$ cat config.mk
export PLATFORM = sky130hd
export DESIGN_NAME = axi4_stream_pkt_fifo_flat
export DESIGN_NICKNAME = d
export VERILOG_FILES = /design/src/rtl/axi4_stream_pkt_fifo_if.sv /design/src/rtl/axi4_stream_pkt_fifo.sv /design/src/flat_wrapper.sv
export SDC_FILE = /design/constraint.sdc
export NUM_CORES = 1
export LEC_CHECK = 0
export CAP_MARGIN = 25
export CORE_MARGIN = 5
export CORE_UTILIZATION = 40
export CTS_CLUSTER_DIAMETER = 150
export DETAILED_ROUTE_END_ITERATION = 8
export PLACE_DENSITY = 0.63
export SYNTH_ARGS = -nofsm -noshare
export SYNTH_HDL_FRONTEND = slang
export SYNTH_SLANG_ARGS = --single-unit
$ cat constraint.sdc
create_clock -name clk_i -period 9.22 [get_ports clk_i]
set_clock_uncertainty 0.2 [all_clocks]
set_input_delay 1.383 -clock clk_i [delete_from_list [all_inputs] [get_ports clk_i]]
set_output_delay 1.383 -clock clk_i [all_outputs]
set_load 0.05 [all_outputs]
$ cat src/rtl/axi4_stream_pkt_fifo_if.sv
// rtl/axi4_stream_pkt_fifo_if.sv - AXI4-Stream signal bundle with master/slave views
interface axi4_stream_if #(
    parameter int TDATA_WIDTH = 32,
    parameter int TUSER_WIDTH = 1,
    parameter int TDEST_WIDTH = 1,
    parameter int TID_WIDTH   = 1
) ();
    logic [TDATA_WIDTH-1:0]   tdata;
    logic [TDATA_WIDTH/8-1:0] tkeep;
    logic [TUSER_WIDTH-1:0]   tuser;
    logic [TDEST_WIDTH-1:0]   tdest;
    logic [TID_WIDTH-1:0]     tid;
    logic                     tlast;
    logic                     tvalid;
    logic                     tready;

    modport master (output tdata, tkeep, tuser, tdest, tid, tlast, tvalid, input tready);
    modport slave  (input tdata, tkeep, tuser, tdest, tid, tlast, tvalid, output tready);
endinterface

$ cat src/rtl/axi4_stream_pkt_fifo.sv
// rtl/axi4_stream_pkt_fifo.sv - single-clock AXI4-Stream packet FIFO, store-and-forward or cut-through
module axi4_stream_pkt_fifo #(
    parameter int TDATA_WIDTH    = 32,
    parameter int TUSER_WIDTH    = 1,
    parameter int TDEST_WIDTH    = 1,
    parameter int TID_WIDTH      = 1,
    parameter int WORDS_AMOUNT   = 16,
    parameter int MODE           = 1,
    parameter int ERR_DROP       = 1,
    parameter int MAX_PKT_WORDS  = WORDS_AMOUNT,
    parameter int DROP_CNT_WIDTH = 16,
    localparam int ADDR_WIDTH    = $clog2(WORDS_AMOUNT)
) (
    input  logic                      clk_i,
    input  logic                      rst_n_i,
    output logic                      full_o,
    output logic                      empty_o,
    output logic                      drop_o,
    output logic [DROP_CNT_WIDTH-1:0] drop_cnt_o,
    output logic [ADDR_WIDTH:0]       used_words_o,
    output logic [ADDR_WIDTH:0]       pkts_amount_o,
    axi4_stream_if.slave              pkt_i,
    axi4_stream_if.master             pkt_o
);
    localparam int KEEP_WIDTH = TDATA_WIDTH / 8;
    localparam int WORD_WIDTH = 1 + TUSER_WIDTH + TDEST_WIDTH + TID_WIDTH + KEEP_WIDTH + TDATA_WIDTH;
    localparam logic [ADDR_WIDTH:0] DEPTH   = (ADDR_WIDTH + 1)'(WORDS_AMOUNT);
    localparam logic [ADDR_WIDTH:0] MAX_LEN = (ADDR_WIDTH + 1)'(MAX_PKT_WORDS);

    typedef enum logic [1:0] {S_IDLE, S_WRITE, S_DROP} wr_state_t;

    logic [WORD_WIDTH-1:0] mem [WORDS_AMOUNT];
    wr_state_t             state, state_nxt;
    logic [ADDR_WIDTH:0]   wr_ptr, spec_ptr, rd_ptr, fetch_ptr;
    logic [ADDR_WIDTH:0]   wr_ptr_nxt, spec_ptr_nxt, word_cnt, word_cnt_nxt, fill;
    logic                  beat, err_flag, mem_we, commit_last, drop_evt;
    logic [WORD_WIDTH-1:0] in_word, ram_q, skid0, skid1;
    logic                  fetch, ram_valid, pop, out_last;
    logic [1:0]            skid_cnt, occ;

    assign in_word      = {pkt_i.tlast, pkt_i.tuser, pkt_i.tdest, pkt_i.tid, pkt_i.tkeep, pkt_i.tdata};
    assign fill         = spec_ptr - rd_ptr;
    assign full_o       = (fill == DEPTH);
    assign pkt_i.tready = (MODE == 1) ? 1'b1 : !full_o;
    assign beat         = pkt_i.tvalid && pkt_i.tready;
    assign err_flag     = (ERR_DROP != 0) && pkt_i.tuser[0];
    assign drop_o       = drop_evt;
    assign used_words_o = wr_ptr - rd_ptr;

    // Words are written at spec_ptr; wr_ptr only moves on commit so rollback is a pointer copy.
    always_comb begin
        state_nxt    = state;
        spec_ptr_nxt = spec_ptr;
        wr_ptr_nxt   = wr_ptr;
        word_cnt_nxt = word_cnt;
        mem_we       = 1'b0;
        commit_last  = 1'b0;
        drop_evt     = 1'b0;
        if (MODE == 0) begin
            if (beat) begin
                mem_we       = 1'b1;
                spec_ptr_nxt = spec_ptr + 1'b1;
                wr_ptr_nxt   = spec_ptr + 1'b1;
                commit_last  = pkt_i.tlast;
            end
        end else begin
            unique case (state)
                S_IDLE, S_WRITE: begin
                    if (beat) begin
                        if (word_cnt == MAX_LEN || full_o) begin
                            spec_ptr_nxt = wr_ptr;
                            word_cnt_nxt = '0;
                            if (pkt_i.tlast) begin
                                drop_evt  = 1'b1;
                                state_nxt = S_IDLE;
                            end else begin
                                state_nxt = S_DROP;
                            end
                        end else begin
                            mem_we       = 1'b1;
                            spec_ptr_nxt = spec_ptr + 1'b1;
                            word_cnt_nxt = word_cnt + 1'b1;
                            state_nxt    = S_WRITE;
                            if (pkt_i.tlast) begin
                                word_cnt_nxt = '0;
                                state_nxt    = S_IDLE;
                                if (err_flag) begin
                                    spec_ptr_nxt = wr_ptr;
                                    drop_evt     = 1'b1;
                                end else begin
                                    wr_ptr_nxt  = spec_ptr + 1'b1;
                                    commit_last = 1'b1;
                                end
                            end
                        end
                    end
                end
                S_DROP: begin
                    if (beat && pkt_i.tlast) begin
                        drop_evt  = 1'b1;
                        state_nxt = S_IDLE;
                    end
                end
                default: state_nxt = S_IDLE;
            endcase
        end
    end

    always_ff @(posedge clk_i or negedge rst_n_i) begin
        if (!rst_n_i) begin
            state    <= S_IDLE;
            wr_ptr   <= '0;
            spec_ptr <= '0;
            word_cnt <= '0;
        end else begin
            state    <= state_nxt;
            wr_ptr   <= wr_ptr_nxt;
            spec_ptr <= spec_ptr_nxt;
            word_cnt <= word_cnt_nxt;
        end
    end

    always_ff @(posedge clk_i) begin
        if (mem_we) mem[spec_ptr[ADDR_WIDTH-1:0]] <= in_word;
        if (fetch)  ram_q <= mem[fetch_ptr[ADDR_WIDTH-1:0]];
    end

    // rd_ptr advances on the output handshake, so words in flight still occupy RAM slots.
    assign pop      = (skid_cnt != 2'd0) && pkt_o.tready;
    assign out_last = skid0[WORD_WIDTH-1];
    assign occ      = skid_cnt + {1'b0, ram_valid} - {1'b0, pop};
    assign fetch    = (wr_ptr != fetch_ptr) && (occ < 2'd2);

    always_ff @(posedge clk_i or negedge rst_n_i) begin
        if (!rst_n_i) begin
            fetch_ptr     <= '0;
            rd_ptr        <= '0;
            ram_valid     <= 1'b0;
            skid_cnt      <= '0;
            skid0         <= '0;
            skid1         <= '0;
            pkts_amount_o <= '0;
            drop_cnt_o    <= '0;
        end else begin
            if (fetch) fetch_ptr <= fetch_ptr + 1'b1;
            if (pop)   rd_ptr    <= rd_ptr + 1'b1;
            ram_valid <= fetch;
            skid_cnt  <= occ;
            if (ram_valid && (skid_cnt == 2'd0 || (skid_cnt == 2'd1 && pop))) skid0 <= ram_q;
            else if (pop) skid0 <= skid1;
            if (ram_valid && ((skid_cnt == 2'd1 && !pop) || (skid_cnt == 2'd2 && pop))) skid1 <= ram_q;
            pkts_amount_o <= pkts_amount_o + {{ADDR_WIDTH{1'b0}}, commit_last}
                                           - {{ADDR_WIDTH{1'b0}}, pop && out_last};
            if (drop_evt && drop_cnt_o != '1) drop_cnt_o <= drop_cnt_o + 1'b1;
        end
    end

    assign {pkt_o.tlast, pkt_o.tuser, pkt_o.tdest, pkt_o.tid, pkt_o.tkeep, pkt_o.tdata} = skid0;
    assign pkt_o.tvalid = (skid_cnt != 2'd0);
    assign empty_o      = (skid_cnt == 2'd0);
endmodule
$ cat src/flat_wrapper.sv
// flat-port wrapper written by rule: the top's interface ports become plain ports
module axi4_stream_pkt_fifo_flat 
#(
    parameter int TDATA_WIDTH    = 32,
    parameter int TUSER_WIDTH    = 1,
    parameter int TDEST_WIDTH    = 1,
    parameter int TID_WIDTH      = 1,
    parameter int WORDS_AMOUNT   = 16,
    parameter int MODE           = 1,
    parameter int ERR_DROP       = 1,
    parameter int MAX_PKT_WORDS  = WORDS_AMOUNT,
    parameter int DROP_CNT_WIDTH = 16,
    localparam int ADDR_WIDTH    = $clog2(WORDS_AMOUNT)
)
  (clk_i, rst_n_i, full_o, empty_o, drop_o, drop_cnt_o, used_words_o, pkts_amount_o, pkt_i_tdata, pkt_i_tkeep, pkt_i_tuser, pkt_i_tdest, pkt_i_tid, pkt_i_tlast, pkt_i_tvalid, pkt_i_tready, pkt_o_tdata, pkt_o_tkeep, pkt_o_tuser, pkt_o_tdest, pkt_o_tid, pkt_o_tlast, pkt_o_tvalid, pkt_o_tready);
  axi4_stream_if #(.TDATA_WIDTH(TDATA_WIDTH), .TUSER_WIDTH(TUSER_WIDTH), .TDEST_WIDTH(TDEST_WIDTH), .TID_WIDTH(TID_WIDTH)) pkt_i_i ();
  axi4_stream_if #(.TDATA_WIDTH(TDATA_WIDTH), .TUSER_WIDTH(TUSER_WIDTH), .TDEST_WIDTH(TDEST_WIDTH), .TID_WIDTH(TID_WIDTH)) pkt_o_i ();
  input  logic clk_i;
  input  logic rst_n_i;
  output logic full_o;
  output logic empty_o;
  output logic drop_o;
  output logic [DROP_CNT_WIDTH-1:0] drop_cnt_o;
  output logic [ADDR_WIDTH:0] used_words_o;
  output logic [ADDR_WIDTH:0] pkts_amount_o;
  input wire logic [$bits(pkt_i_i.tdata)-1:0] pkt_i_tdata;
  input wire logic [$bits(pkt_i_i.tkeep)-1:0] pkt_i_tkeep;
  input wire logic [$bits(pkt_i_i.tuser)-1:0] pkt_i_tuser;
  input wire logic [$bits(pkt_i_i.tdest)-1:0] pkt_i_tdest;
  input wire logic [$bits(pkt_i_i.tid)-1:0] pkt_i_tid;
  input wire logic [$bits(pkt_i_i.tlast)-1:0] pkt_i_tlast;
  input wire logic [$bits(pkt_i_i.tvalid)-1:0] pkt_i_tvalid;
  output wire logic [$bits(pkt_i_i.tready)-1:0] pkt_i_tready;
  output wire logic [$bits(pkt_o_i.tdata)-1:0] pkt_o_tdata;
  output wire logic [$bits(pkt_o_i.tkeep)-1:0] pkt_o_tkeep;
  output wire logic [$bits(pkt_o_i.tuser)-1:0] pkt_o_tuser;
  output wire logic [$bits(pkt_o_i.tdest)-1:0] pkt_o_tdest;
  output wire logic [$bits(pkt_o_i.tid)-1:0] pkt_o_tid;
  output wire logic [$bits(pkt_o_i.tlast)-1:0] pkt_o_tlast;
  output wire logic [$bits(pkt_o_i.tvalid)-1:0] pkt_o_tvalid;
  input wire logic [$bits(pkt_o_i.tready)-1:0] pkt_o_tready;
  assign pkt_i_i.tdata = pkt_i_tdata;
  assign pkt_i_i.tkeep = pkt_i_tkeep;
  assign pkt_i_i.tuser = pkt_i_tuser;
  assign pkt_i_i.tdest = pkt_i_tdest;
  assign pkt_i_i.tid = pkt_i_tid;
  assign pkt_i_i.tlast = pkt_i_tlast;
  assign pkt_i_i.tvalid = pkt_i_tvalid;
  assign pkt_i_tready = pkt_i_i.tready;
  assign pkt_o_tdata = pkt_o_i.tdata;
  assign pkt_o_tkeep = pkt_o_i.tkeep;
  assign pkt_o_tuser = pkt_o_i.tuser;
  assign pkt_o_tdest = pkt_o_i.tdest;
  assign pkt_o_tid = pkt_o_i.tid;
  assign pkt_o_tlast = pkt_o_i.tlast;
  assign pkt_o_tvalid = pkt_o_i.tvalid;
  assign pkt_o_i.tready = pkt_o_tready;
  axi4_stream_pkt_fifo #(.TDATA_WIDTH(TDATA_WIDTH), .TUSER_WIDTH(TUSER_WIDTH), .TDEST_WIDTH(TDEST_WIDTH), .TID_WIDTH(TID_WIDTH), .WORDS_AMOUNT(WORDS_AMOUNT), .MODE(MODE), .ERR_DROP(ERR_DROP), .MAX_PKT_WORDS(MAX_PKT_WORDS), .DROP_CNT_WIDTH(DROP_CNT_WIDTH)) u_core (.clk_i(clk_i), .rst_n_i(rst_n_i), .full_o(full_o), .empty_o(empty_o), .drop_o(drop_o), .drop_cnt_o(drop_cnt_o), .used_words_o(used_words_o), .pkts_amount_o(pkts_amount_o), .pkt_i(pkt_i_i), .pkt_o(pkt_o_i));
endmodule
==> run summary <==
The most numerous cell type found on the critical path is sky130_fd_sc_hd__clkdlybuf4s50_1. In the post-synthesis netlist, the biggest area contributors are sky130_fd_sc_hd__edfxtp_1, sky130_fd_sc_hd__mux4_2, sky130_fd_sc_hd__dfrtp_1. The clock insertion delay at the later pin of the skew report is 650 ps. The clock buffer count from CTS is 83.

In this run the count of I/O pins placed on the die edge is 115. The run finished with clean final reports. The shortest period the worst path allows is 5470 ps. The most area-hungry cell type in the Yosys netlist is sky130_fd_sc_hd__edfxtp_1.

The cell at the root of the clock tree is sky130_fd_sc_hd__clkbuf_16. The remaining global-route overflow is 0. The worst setup margin is 3750 ps. The library cells used most frequently in the layout, excluding fill and tap cells, are sky130_fd_sc_hd__edfxtp_1, sky130_fd_sc_hd__mux4_2, sky130_fd_sc_hd__dfrtp_1. Buffers inserted to repair hold after CTS numbered 0.

The post-synthesis instance area is 31600 um^2. The placement-stage worst setup slack is 3160 ps. The count of TritonRoute iterations in the first routing pass came out at 5. The met1 routed wirelength after detailed routing came out at 27.1 mm.

The final count of hold timing violations is 0. The post-CTS setup repair buffer count is 0. The floorplan step set the die height to 291 um. The arrival time at the worst endpoint came out at 3890 ps. The maximum clock frequency is 0.183 GHz. The cell row count is 103. For this run, the number of Yosys warnings is 0. The first-iteration detailed-routing DRC count is 1137. The signal on the critical path passes through clkdlybuf4s50_1, nand2_1, a21oi_1, o21a_2, clkdlybuf4s50_1. After detailed routing, the total wire length is 64.8 mm.

In this run the tightest slew margin relative to its limit is 37.0%. The number of distinct library cells after synthesis came out at 50. The delay of the slowest critical-path stage came out at 1030 ps. The share of flip-flops with an asynchronous set or reset came out at 16.2%. The worst setup path is captured at an output port. Measured along the x axis, the die boundary spans 291 um.

The largest individual stage delay along the critical path comes from the cell sky130_fd_sc_hd__clkdlybuf4s50_1. The via count of the routed design came out at 14736. The multi-input combinational cells in the finished layout cover a total of 7490 um^2. STA puts the critical path data required time at 7640 ps. The die covers 84700 um^2. The post-synthesis to final-layout area growth is 16.5%. The pin slew with the least headroom to its limit is 944 ps.

The final antenna-violating net count came out at 0. The top cell type by area accounts for 64.7% of the synthesized area. The wire length of the first global-routing pass came out at 99.8 mm. The initial core utilization is 40.2%.

The number of instances in the synthesized netlist is 1505. The total of buffers placed on input and output ports is 113. The post-synthesis net count came out at 1575. The portion of the post-synthesis area used by sequential elements came out at 75.0%. The total power after layout came out at 0.0125 W. The aggregate global-route resource usage came out at 15.4%. The number of clock sinks seen by CTS came out at 811. The fraction of the core area covered by cells at the end of the flow came out at 46.8%. In the synthesized netlist the dominant register cell turns out to be sky130_fd_sc_hd__edfxtp_1.

The net count of the finished layout came out at 1736. Of all nets on the critical path, the largest fanout is 22. The setup-violating endpoint count in the final report is 0.

The CTS tree is yes. The peak ir drop on the vdd network came out at 0.000259 V. The filler cells instantiated in the layout total 6453. The number of antenna violations at the first check in global routing is 4. The post-placement cell area came out at 34000 um^2. The worst setup path category is in -> out.

The number of global-route vias before repair came out at 15732. The total half-perimeter wirelength after legalization and detailed placement is 36.1 mm. The number of gates resized after CTS came out at 0. The clock transition time at the flip-flop clock pins of the worst setup and hold paths came out at 60 ps. The average detailed-routed wire length per instance came out at 23.2 um. Setup repair after global routing left no endpoint under its margin. The met2 wirelength from detailed routing is 32.7 mm. The most frequent standard cell in the layout excluding fill and tap cells is sky130_fd_sc_hd__edfxtp_1. The total negative slack came out at 0 ps. The flop and latch count out of synthesis is 811. The area taken by flip-flops and latches came out at 23700 um^2. The H-tree depth came out at 3. The synthesized area per cell is 21.0 um^2.

The total of max-cap violations came out at 0. Counting both buffers and inverters, the worst setup path holds a total of 2. Counting flops with a built-in enable in the synthesized netlist gives 680. The pin count of the biggest net entering global routing is 125. Power spread over the standard cell area amounts to 339 nW/um^2. The number of pins exceeding their max-slew limit in the final report was 0. After detailed routing, the number of remaining DRC violations is 0. In this design, the largest share of critical-path delay is due to buffers and inverters.

STA classifies the critical path startpoint as an input pin. The routability-driven placement congestion ratio is 0.719. The class of the tightest hold or removal check is reg -> reg. The per-cell via count in the routed design came out at 5.29. The total non-filler cell area in the finished layout is 36800 um^2.

The met3 layer wire length in the routed design is 3.73 mm. After floorplanning, the core was sized to cover 78600 um^2. Summed over all cells, the static leakage comes to 12.4 nW. Signal routing reaches up to met5.

The post-route fraction of the period consumed by the critical path came out at 59.4%. The maximum clock path buffer count came out at 3. The share of post-route cells with drive strength above 1 is 24.7%.
## kinds of logic after synthesis
kind of cell | synth area share [%]
muxes | 17.1
DFF | 75.0
and+or+nand+nor | 2.65
xor gates and xnor gates | 1.16
other | 0.0119
AOI/OAI and AO/OA | 1.43
adders and majority gates | 1.08
buffers and inverters | 1.50
## report_power, final
| part | internal [W] | switching [W] |
|---|---|---|
| clock | 0.00192 | 0.00139 |
| sequential | 0.00480 | 0.000455 |
| combinational | 0.00174 | 0.00218 |
## per-stage QoR
step           std cells  hold slack (ps)
6_report            2788              278
5_1_grt             2786              311
4_1_cts             2784              282
3_5_place_dp        2630              266
3_3_place_gp        2630              257
2_1_floorplan       1505              247
## routing by layer
| metal | vias to the layer above | global-route usage (%) |
|---|---|---|
| met5 | - | 0 |
| met4 | 2 | 4.34 |
| met3 | 71 | 2.87 |
| met2 | 354 | 25.8 |
| met1 | 7889 | 20.9 |
| li1 | 6420 | - |
## tightest hold or removal path, stage by stage, from the launching register on
cell                       delay [ps]
sky130_fd_sc_hd__edfxtp_1         350
sky130_fd_sc_hd__nand2_1           50
sky130_fd_sc_hd__o21ai_0           60
## state kept, by name, indices dropped and copies added, names as in the netlist
name                  count
u_core.drop_cnt_o        16
u_core.fetch_ptr          5
u_core.mem              640
u_core.pkts_amount_o      5
u_core.ram_q             40
u_core.ram_valid          1
u_core.rd_ptr             5
u_core.skid0             40
u_core.skid1             40
u_core.skid_cnt           2
u_core.spec_ptr           5
u_core.state              2
u_core.word_cnt           5
u_core.wr_ptr             5
## cells in the mapped netlist (5+ instances only)
| cell | count |
|---|---|
| sky130_fd_sc_hd__buf_1 | 5 |
| sky130_fd_sc_hd__ha_1 | 24 |
| sky130_fd_sc_hd__nor3_2 | 6 |
| sky130_fd_sc_hd__buf_2 | 17 |
| sky130_fd_sc_hd__o21ai_0 | 50 |
| sky130_fd_sc_hd__dfrtp_1 | 131 |
| sky130_fd_sc_hd__xnor2_1 | 26 |
| sky130_fd_sc_hd__mux4_2 | 200 |
| sky130_fd_sc_hd__mux2i_1 | 42 |
| sky130_fd_sc_hd__xor2_1 | 16 |
| sky130_fd_sc_hd__inv_1 | 30 |
| sky130_fd_sc_hd__and2_1 | 8 |
| sky130_fd_sc_hd__a21oi_1 | 11 |
| sky130_fd_sc_hd__nor2_1 | 12 |
| sky130_fd_sc_hd__a21o_1 | 6 |
| sky130_fd_sc_hd__nand2_1 | 68 |
| sky130_fd_sc_hd__edfxtp_1 | 680 |
| sky130_fd_sc_hd__clkbuf_1 | 36 |
| sky130_fd_sc_hd__nand3_1 | 23 |
| sky130_fd_sc_hd__nor3_1 | 5 |
| sky130_fd_sc_hd__buf_6 | 9 |
| sky130_fd_sc_hd__mux2_2 | 42 |
| sky130_fd_sc_hd__nand4_1 | 7 |
## worst paths after layout
check                      cells past startpoint  slack (ps)                from                   end
min reg2reg                                    2         280    u_core.ram_q[38]      u_core.skid0[38]
min                                            2         280    u_core.ram_q[38]      u_core.skid0[38]
max                                            5        3750         pkt_i_tlast                drop_o
min in group asynchronous                      1         520             rst_n_i  u_core.drop_cnt_o[1]
max reg2reg                                   11        4410  u_core.skid_cnt[1]   u_core.fetch_ptr[1]
max in group asynchronous                      3        7320             rst_n_i   u_core.fetch_ptr[1]
## area by class of cell
cell class / count / share of cell area, %
Sequential cell: 811 / 64.4
Multi-Input combinational cell: 593 / 20.4
Clock buffer: 120 / 6.24
Timing Repair Buffer: 144 / 3.83
Tap cell: 1050 / 3.57
Clock inverter: 34 / 1.17
Inverter: 33 / 0.340
Antenna cell: 3 / 0.0204
Power figures use the tool's default switching activity.
